$ cat config.mk
export PLATFORM = sky130hd
export DESIGN_NAME = bf_operand_sel
export DESIGN_NICKNAME = d
export VERILOG_FILES = /design/src/rtl/bf_operand_sel.sv
export SDC_FILE = /design/constraint.sdc
export NUM_CORES = 1
export LEC_CHECK = 0
export ABC_AREA = 1
export BUFFER_PORTS_ARGS = -buffer_cell sky130_fd_sc_hd__clkbuf_2
export CORE_AREA = 2 2 77 79
export CTS_CLUSTER_SIZE = 20
export DETAILED_ROUTE_END_ITERATION = 6
export DIE_AREA = 0 0 79 81
export GPL_TIMING_DRIVEN = 0
export HOLD_SLACK_MARGIN = 0.02
export PLACE_DENSITY = 0.73
export SETUP_SLACK_MARGIN = 0.1
export SYNTH_ARGS = -nofsm -noshare
export SYNTH_HDL_FRONTEND = slang
export SYNTH_SLANG_ARGS = --single-unit
$ cat constraint.sdc
create_clock -name clk -period 3 [get_ports clk]
set_input_delay 0.15 -clock clk [delete_from_list [all_inputs] [get_ports clk]]
set_output_delay 0.15 -clock clk [all_outputs]
set_load 0.02 [all_outputs]
$ cat src/rtl/bf_operand_sel.sv
// N:1 registered operand selector for the NTT butterfly. A beat appears 1 cycle after accept.
// A 2-entry main+skid buffer gives full throughput. in_ready depends on registered state only.
module bf_operand_sel #(
    parameter int WIDTH       = 16,
    parameter int NUM_IN      = 4,
    parameter int SEL_W       = 2,
    parameter int DEFAULT_SEL = 2
) (
    input  logic                    clk,
    input  logic                    rst,
    input  logic [NUM_IN*WIDTH-1:0] in_data,
    input  logic [SEL_W-1:0]        in_sel,
    input  logic                    in_valid,
    output logic                    in_ready,
    output logic [WIDTH-1:0]        out_data,
    output logic                    out_sel_err,
    output logic                    out_valid,
    input  logic                    out_ready,
    output logic                    err_sticky,
    input  logic                    clr_err
);

    logic [WIDTH-1:0] sel_word;
    logic             sel_bad;
    logic [WIDTH-1:0] skid_data;
    logic             skid_err;
    logic             skid_valid;
    logic             accept;
    logic             fire;

    // The loop never indexes past NUM_IN, so codes >= NUM_IN fall back to DEFAULT_SEL.
    always_comb begin
        sel_word = in_data[DEFAULT_SEL*WIDTH +: WIDTH];
        sel_bad  = 1'b1;
        for (int i = 0; i < NUM_IN; i++) begin
            if (in_sel == SEL_W'(i)) begin
                sel_word = in_data[i*WIDTH +: WIDTH];
                sel_bad  = 1'b0;
            end
        end
    end

    assign in_ready = !skid_valid && !rst;
    assign accept   = in_valid && in_ready;
    assign fire     = out_valid && out_ready;

    always_ff @(posedge clk) begin
        if (rst) begin
            out_data    <= '0;
            out_sel_err <= 1'b0;
            out_valid   <= 1'b0;
            skid_data   <= '0;
            skid_err    <= 1'b0;
            skid_valid  <= 1'b0;
        end else if (skid_valid && fire) begin
            // in_ready is low here, so no new beat competes with the skid drain.
            out_data    <= skid_data;
            out_sel_err <= skid_err;
            skid_valid  <= 1'b0;
        end else if (accept && (!out_valid || fire)) begin
            out_data    <= sel_word;
            out_sel_err <= sel_bad;
            out_valid   <= 1'b1;
        end else if (accept) begin
            skid_data   <= sel_word;
            skid_err    <= sel_bad;
            skid_valid  <= 1'b1;
        end else if (fire) begin
            out_valid   <= 1'b0;
        end
    end

    // A set in the same cycle as clr_err wins, so no bad beat goes unreported.
    always_ff @(posedge clk) begin
        if (rst) begin
            err_sticky <= 1'b0;
        end else if (accept && sel_bad) begin
            err_sticky <= 1'b1;
        end else if (clr_err) begin
            err_sticky <= 1'b0;
        end
    end

endmodule

======== Word level (Yosys, flattened, before mapping) ========
Index checks and enable logic that the tools add are counted.
word-level totals
  bits in registers ....................... 37
  bits of input ports ..................... 71
  output and inout bits ................... 20
  word-level logic and storage cells ...... 48
cells by class
  eq/ne operators ......................... 4
  mux-type cells .......................... 17
  bitwise operators ....................... 2
  reductions and logical operators ........ 18
operators with widths
  kind                                                    number
  two-way mux 16 bit                                      6
  two-way mux 1 bit                                       11
  logical AND 1 bit                                       6
  AND reduction 3 bit                                     2
  nonzero test 2 bit                                      3
  equality test 2 bit (second input constant)             2
  zero test 1 bit                                         3
  equality test 2 x 1 -> 1 bit (second input constant)    1
  zero test 2 bit                                         1
  inequality test 2 x 1 -> 1 bit (second input constant)  1
  NOT 1 bit                                               2
  AND reduction 2 bit                                     1
  OR reduction 2 bit                                      1
  logical OR 1 bit                                        1

======== Longest topological paths before layout ========
Gate-level depths: netlist of the first run.
  depth after elaboration ................. 7
  gate-level depth with buffers ........... 9
  gate-level depth less buffers ........... 8

======== Worst setup path before layout of the first run ========
OpenSTA, ideal clock, no wires.
  kind .................................... reg-to-reg
  start point ............................. register out_valid
  end point ............................... register skid_data[6]
  library setup time ...................... 0.116 ns
  data arrival time ....................... 1.168 ns
  data required time ...................... 2.884 ns
  path slack .............................. 1.716 ns
  cell stages (with the launch flop) ...... 9
  path through ............................ dfxtp_1 -> nand2_1 -> inv_1 -> nand3_2 -> inv_2 -> buf_2 -> nand2_1 -> o211ai_1 -> inv_1
on the way
  cells in the longest elaborated chain, start to end .. 5
  elaborated cells on any way between the ends .. 8
ends and longest elaborated chain
  what                                                  RTL line  text
  start: declaration                                    17        output logic out_valid,
  start signal: assignment                              51        out_valid <= 1'b0;
  start signal: assignment                              63        out_valid <= 1'b1;
  start signal: assignment                              69        out_valid <= 1'b0;
  zero test 1 bit or logical AND 1 bit (tied branches)  60, 45
  logical OR 1 bit                                      60        end else if (accept && (!out_valid || fire)) begin
  logical AND 1 bit                                     60
  NOT 1 bit (no source line)                            n/a
  AND reduction 3 bit (no source line) *                n/a
  end signal: assignment                                65        skid_data <= sel_word;
  end: declaration                                      25        logic [WIDTH-1:0] skid_data;
Mark *: on every way between the ends. The rest lies on a longest branch, timed or not.
A chain may end at the register's enable or synchronous reset.

======== Worst setup path in the final report of the first run ========
  start point ............................. register skid_valid
  end point ............................... register out_data[12]
on the way
  cells in the longest elaborated chain, start to end .. 5
  elaborated cells on any way between the ends .. 7
ends and longest elaborated chain
  what                                 RTL line  text
  start: declaration                   27        logic skid_valid;
  start signal: assignment             54        skid_valid <= 1'b0;
  start signal: assignment             59        skid_valid <= 1'b0;
  start signal: assignment             67        skid_valid <= 1'b1;
  zero test 1 bit                      43        assign in_ready = !skid_valid && !rst;
  logical AND 1 bit                    43
  logical AND 1 bit                    44        assign accept = in_valid && in_ready;
  logical AND 1 bit                    60
  nonzero test 2 bit (no source line)  n/a
  end signal: assignment               57        out_data <= skid_data;
  end signal: assignment               61        out_data <= sel_word;
  end: declaration                     15        output logic [WIDTH-1:0] out_data,
Parallel ways exist; a longest one is shown, timed or not.

==> summary.txt, run 1 <==
Detailed routing
  – Detailed-router iteration count before antenna repair: 4
  – Routed met1 length: 2690 um
  – Vias per cell: 4.73
  – Antenna Violating Nets Remaining: 0
  – Drt wl/cell: 11.9 um
  – DRC: 0
  – Initial drt markers: 131
  – DR WL met3: 322 um
  – Routed wire length: 6130 um
  – Via count: 2441
  – Top Metal Used: met4
  – Met2 wire len: 2970 um

Cells and area
  – Final #Nets: 511
  – Area Overhead vs Synth: 31.5%
  – Most frequent cells in the layout: nand2_1, clkbuf_2, nor2_1, nand3_1, dfxtp_1
  – Post-route insts no fill: 516
  – Filler cells: 630
  – Commonest non-fill, non-tap cell in the layout: nand2_1
  – Finished Cell Area: 0.00280 mm^2
  – Ant diodes: 0
  – Layout cell share with drive strength beyond 1: 29.5%

Place
  – Dpl cell area: 0.00268 mm^2
  – Dpl cells: 507
  – IO buf count: 90
  – Final Wtd Congestion: 0.869
  – HPWL Detailed: 4730 um

Logic synthesis
  – Syn Nets: 413
  – Leading area contributor after synthesis: dfxtp_1
  – Register area share after synthesis: 34.7%
  – Mean post-synth cell area: 6.23 um^2
  – Synth top area share: 34.7%
  – Flops & latches, synth: 37
  – Cells after synthesis: 342
  – Post-synth cell types: 19
  – Top post-synthesis cells by area: dfxtp_1, nand2_1, nand3_1
  – Yosys warning count: 0
  – Synth Cell Area: 0.00213 mm^2

STA
  – Final hold slack: 95.1 ps
  – Slew Viols, Final: 0
  – Number of setup violations in the final report: 0
  – Worst-margin pin slew: 544 ps
  – Final hold violation count: 0
  – TNS Setup: 0 ps
  – Worst slew margin: 63.7%
  – Setup Skew: 10.2 ps
  – RSZ-0062 raised after global routing: false
  – Period utilization: 45.3%
  – Post-layout min period: 1360 ps
  – Max Fclk: 736 MHz

Pwr
  – Power share of the sequential group: 43.4%
  – Pwr Density: 423 mW/mm^2
  – Sw Share: 27.0%
  – Max VDD drop: 0.322 mV
  – Comb power frac: 18.5%
  – Int Pwr: 0.866 mW
  – Clk pwr share: 38.1%
  – Switch Pwr: 0.320 mW
  – P_leak: 1.61 nW

Setup path
  – Crit path DAT: 1580 ps
  – CP required: 3220 ps
  – Crit start category: register
  – Max FO, Critical Path: 10
  – CP Capture Type: register
  – CP Class: register to register

Clocking
  – CTS buffer count: 5
  – CTS tree: done
  – Root Buffer: clkbuf_8
  – Clock Path Buffers: 2
  – Setup Fix Bufs, Post-CTS: 0
  – Clk pin slew, worst setup/hold paths: 80 ps
  – Worst skew pair latency: 300 ps
  – H-tree depth: 2
  – Sink Count: 37

Flow run
  – Max-cap violation count: 0

Floorplan
  – Height of the die: 81 um
  – Top-level I/O count: 91
  – Starting Density: 37.6%
  – Core area: 0.00568 mm^2
  – Die ar.: 0.00640 mm^2
  – Die Span X: 79 um
  – Row cnt: 28

Global route
  – GRT Total Usage: 20.1%
  – Initial antenna violation count: 0
  – First-pass GRT wire length: 10100 um
  – Largest net degree at the start of global routing: 12
  – Grt ovf: 0
  – Number of global-route vias before repair: 2414

Status
  – Status: finished clean

Hold path
  – Worst min path class: input port to register
[cells by family (layout without fill, tap and decap cells)]
logic type	count (synthesis)	in the layout	share of synthesized area, %
flip-flops	37	37	34.7
AO/OA/AOI/OAI	34	34	9.62
buffers and inverters	48	147	10.6
AND/OR/NAND/NOR	223	223	45.0
[final timing paths]
kind                   to       start  cells after the start  slack (ps)
max          out_data[12]  skid_valid                      7        1640
min          out_data[13]         rst                      2         100
max reg2reg  out_data[12]  skid_valid                      7        1640
min reg2reg    err_sticky  err_sticky                      2         450
[cell type report]
type                    count  area (um^2)  area share (%)
clock inverters             1         30.0            1.07
flip-flops and latches     37          741            26.4
repair buffers             91          460            16.4
inverters                  32          120            4.29
plain buffers              16          106            3.79
multi-input cells         257         1160            41.6
well taps                  75         93.8            3.35
clock buffers               7         86.3            3.08
[critical path: stages, from the launching register on]
cell and delay (ps):
dfxtp_1 420, nand3_2 180, inv_2 140, buf_2 250, nand2_1 80, nand2_1 70
nor2_1 40, nor2_1 100
[per-layer routing]
layer	track usage, %	up-vias
met3	4.00	13
li1	-	1276
met1	22.6	1081
met5	0	-
met2	36.6	71
met4	9.14	0
[sequential cells by signal (all words and copies together) (netlist names)]
name and cells:
err_sticky 1, out_data 16, out_sel_err 1, out_valid 1, skid_data 16, skid_err 1, skid_valid 1
[power groups by stage]
stage | Sequential (mW) | Clock, mW | Combinational (mW)
floorplan | 0.539 | 0 | 0.112
global placement | 0.525 | 0 | 0.215
detailed placement | 0.526 | 0 | 0.219
CTS | 0.514 | 0.461 | 0.221
global route | 0.516 | 0.477 | 0.247
finish | 0.515 | 0.452 | 0.219
[per-stage QoR]
stage	total power [mW]	setup WS (ps)	util [%]
2_1_floorplan	0.651	1720	-
3_3_place_gp	0.741	1700	47.2
3_5_place_dp	0.745	1670	47.2
4_1_cts	1.20	1650	49.4
5_1_grt	1.24	1490	49.4
6_report	1.19	1640	49.4
[timing repair]
item | CTS | global route
hold endpoints to repair | 1 | 0
endpoints found under the setup margin | 0 | 0
hold buffers | 1 | 0
resized for setup | 0 | 0
[Yosys cell counts]
library cell,count
nand3_2,6
or2_2,1
o21ai_0,2
a21oi_1,5
buf_8,1
o21ai_1,14
buf_6,3
nor2_1,43
clkbuf_1,2
nor2_4,4
buf_2,10
a21oi_2,3
a31oi_1,1
o211ai_1,9
inv_2,5
inv_1,27
nand2_1,127
nand3_1,42
dfxtp_1,37
Power figures use the tool's default switching activity.
==> run 2: changes to the inputs <==
==> constraint.sdc (replaced) <==
create_clock -name clk -period 1.4 [get_ports clk]
set_input_delay 0.07 -clock clk [delete_from_list [all_inputs] [get_ports clk]]
set_output_delay 0.07 -clock clk [all_outputs]
set_load 0.02 [all_outputs]
==> summary.txt, run 2 (synthesized netlist as in run 1, its figures left out) <==
Flow run
  – Max-cap violation count: 0 (unchanged)

Detailed routing
  – Initial drt markers: 130 (-0.76%)
  – Detailed-router iteration count before antenna repair: 4 (unchanged)
  – Vias per cell: 4.79 (+1.3%)
  – Routed wire length: 6270 um (+2.3%)
  – DRC: 0 (unchanged)
  – Drt wl/cell: 12.1 um (+1.7%)
  – Via count: 2487 (+1.9%)
  – Antenna Violating Nets Remaining: 0 (unchanged)

STA
  – Max Fclk: 819 MHz (+11%)
  – Worst slew margin: 62.2% (-1.5 points)
  – TNS Setup: 0 ps (unchanged)
  – Final hold violation count: 0 (unchanged)
  – Number of setup violations in the final report: 0 (unchanged)
  – Slew Viols, Final: 0 (unchanged)
  – Period utilization: 87.3% (+42 points)
  – Worst Slack Setup Final: 178 ps (-1460 ps)
  – Post-layout min period: 1220 ps (-137 ps)
  – RSZ-0062 raised after global routing: true
  – Worst-margin pin slew: 567 ps (+22.9 ps)
  – Setup Skew: 9.92 ps (-0.297 ps)

Setup path
  – CP required: 1620 ps (-1600 ps)
  – CP max-delay cell: dfxtp_2
  – CP delay by family, top: simple AND/OR/NAND/NOR gates
  – CP bufs+invs: 2 (unchanged)
  – CP Capture Type: register
  – Slowest stage delay, CP: 380 ps (-40 ps)
  – Crit path DAT: 1440 ps (-140 ps)
  – CP Class: register to register
  – CP cell instances: nand3_2, inv_2, buf_4, nand2_1, nand2_1, nor2_1, nor2_1
  – Max FO, Critical Path: 10 (unchanged)
  – Crit start category: register

Clocking
  – CTS buffer count: 5 (unchanged)
  – CTS tree: done
  – Clock Path Buffers: 2 (unchanged)
  – Clk pin slew, worst setup/hold paths: 80 ps (about the same)
  – H-tree depth: 2 (unchanged)
  – Worst skew pair latency: 300 ps (about the same)
  – Sink Count: 37 (unchanged)
  – Root Buffer: clkbuf_8

Hold path
  – Worst min path class: input port to register

Place
  – HPWL Detailed: 4730 um (unchanged)
  – Dpl cells: 507 (unchanged)
  – IO buf count: 90 (unchanged)
  – Final Wtd Congestion: 0.869 (unchanged)
  – Placement Setup Slack: 68.2 ps (-1600 ps)

Floorplan
  – Core area: 0.00568 mm^2 (unchanged)
  – Top-level I/O count: 91 (unchanged)
  – Die ar.: 0.00640 mm^2 (unchanged)
  – Height of the die: 81 um (unchanged)
  – Die Span X: 79 um (unchanged)
  – Starting Density: 37.6% (unchanged)
  – Row cnt: 28 (unchanged)

Cells and area
  – Layout cell share with drive strength beyond 1: 30.6% (+1.2 points)
  – Most frequent cells in the layout: nand2_1, clkbuf_2, nor2_1, nand3_1, dfxtp_1
  – Filler cells: 614 (-2.5%)
  – Commonest non-fill, non-tap cell in the layout: nand2_1
  – Ant diodes: 0 (unchanged)
  – Post-route insts no fill: 519 (+0.58%)
  – Final #Nets: 514 (+0.59%)
  – Area Overhead vs Synth: 35.0%
  – Biggest regs: out_data: 16 flops, skid_data: 16 flops
  – Fin util: 50.7% (+1.3 points)

Global route
  – First-pass GRT wire length: 10100 um (unchanged)
  – Initial antenna violation count: 0 (unchanged)
  – GRT Total Usage: 20.1% (+0.047 points)
  – Grt ovf: 0 (unchanged)
  – Number of global-route vias before repair: 2410 (-0.17%)
  – Largest net degree at the start of global routing: 12 (unchanged)

Pwr
  – Tot Pwr: 2.56 mW (+120%)
  – Max VDD drop: 0.693 mV (+120%)
  – P_leak: 1.63 nW (+1.4%)
  – Pwr Density: 890 mW/mm^2 (+110%)

Status
  – Status: finished clean
run 2: worst paths after layout:
check             depth (start not counted)  slack [ps]            to   startpoint
setup / recovery                          7         180  out_data[12]   skid_valid
hold / removal                            4         130  skid_data[3]  in_data[51]
setup reg to reg                          7         180  out_data[12]   skid_valid
hold reg to reg                           2         450    err_sticky   err_sticky
run 2: cell type report:
type                            instances  area [um^2]  area share, %
Clock buffer                            7         86.3           3.00
Inverter                               32          120           4.17
Timing Repair Buffer                   94          488           17.0
Sequential cell                        37          743           25.8
Buffer                                 16          130           4.52
Multi-Input combinational cell        257         1190           41.2
Tap cell                               75         93.8           3.26
Clock inverter                          1         30.0           1.04
run 2: where the power goes:
part / leakage [nW] / switching [mW] / internal, mW
clock: 0.0585 / 0.390 / 0.581
sequential: 0.301 / 0.0192 / 1.08
combinational: 1.27 / 0.285 / 0.202
run 2: metrics by stage:
stage	hold slack, ps	area (um^2)
after floorplan	132	2130
after global placement	230	2680
after detailed placement	236	2680
after CTS	129	2830
after global routing	150	2880
final	129	2880
run 2: worst reg2reg max path, cell delays in order, from the launching register on:
cell	delay (ps)
dfxtp_2	380
nand3_2	160
inv_2	140
buf_4	190
nand2_1	70
nand2_1	60
nor2_1	40
nor2_1	100
run 2: per-layer routing:
metal	up-vias	GRT usage, %	routed length [um]
met3	15	4.00	364
met1	1107	22.7	2720
met2	82	36.7	3020
met5	-	0	0
li1	1283	-	-
met4	0	9.14	166
run 2: what timing repair did:
action,in CTS,in global routing
pin swaps,0,2
hold endpoints to repair,2,0
buffers inserted,0,1
endpoints found under the setup margin,18,32
resized for setup,4,15
hold buffers,3,0
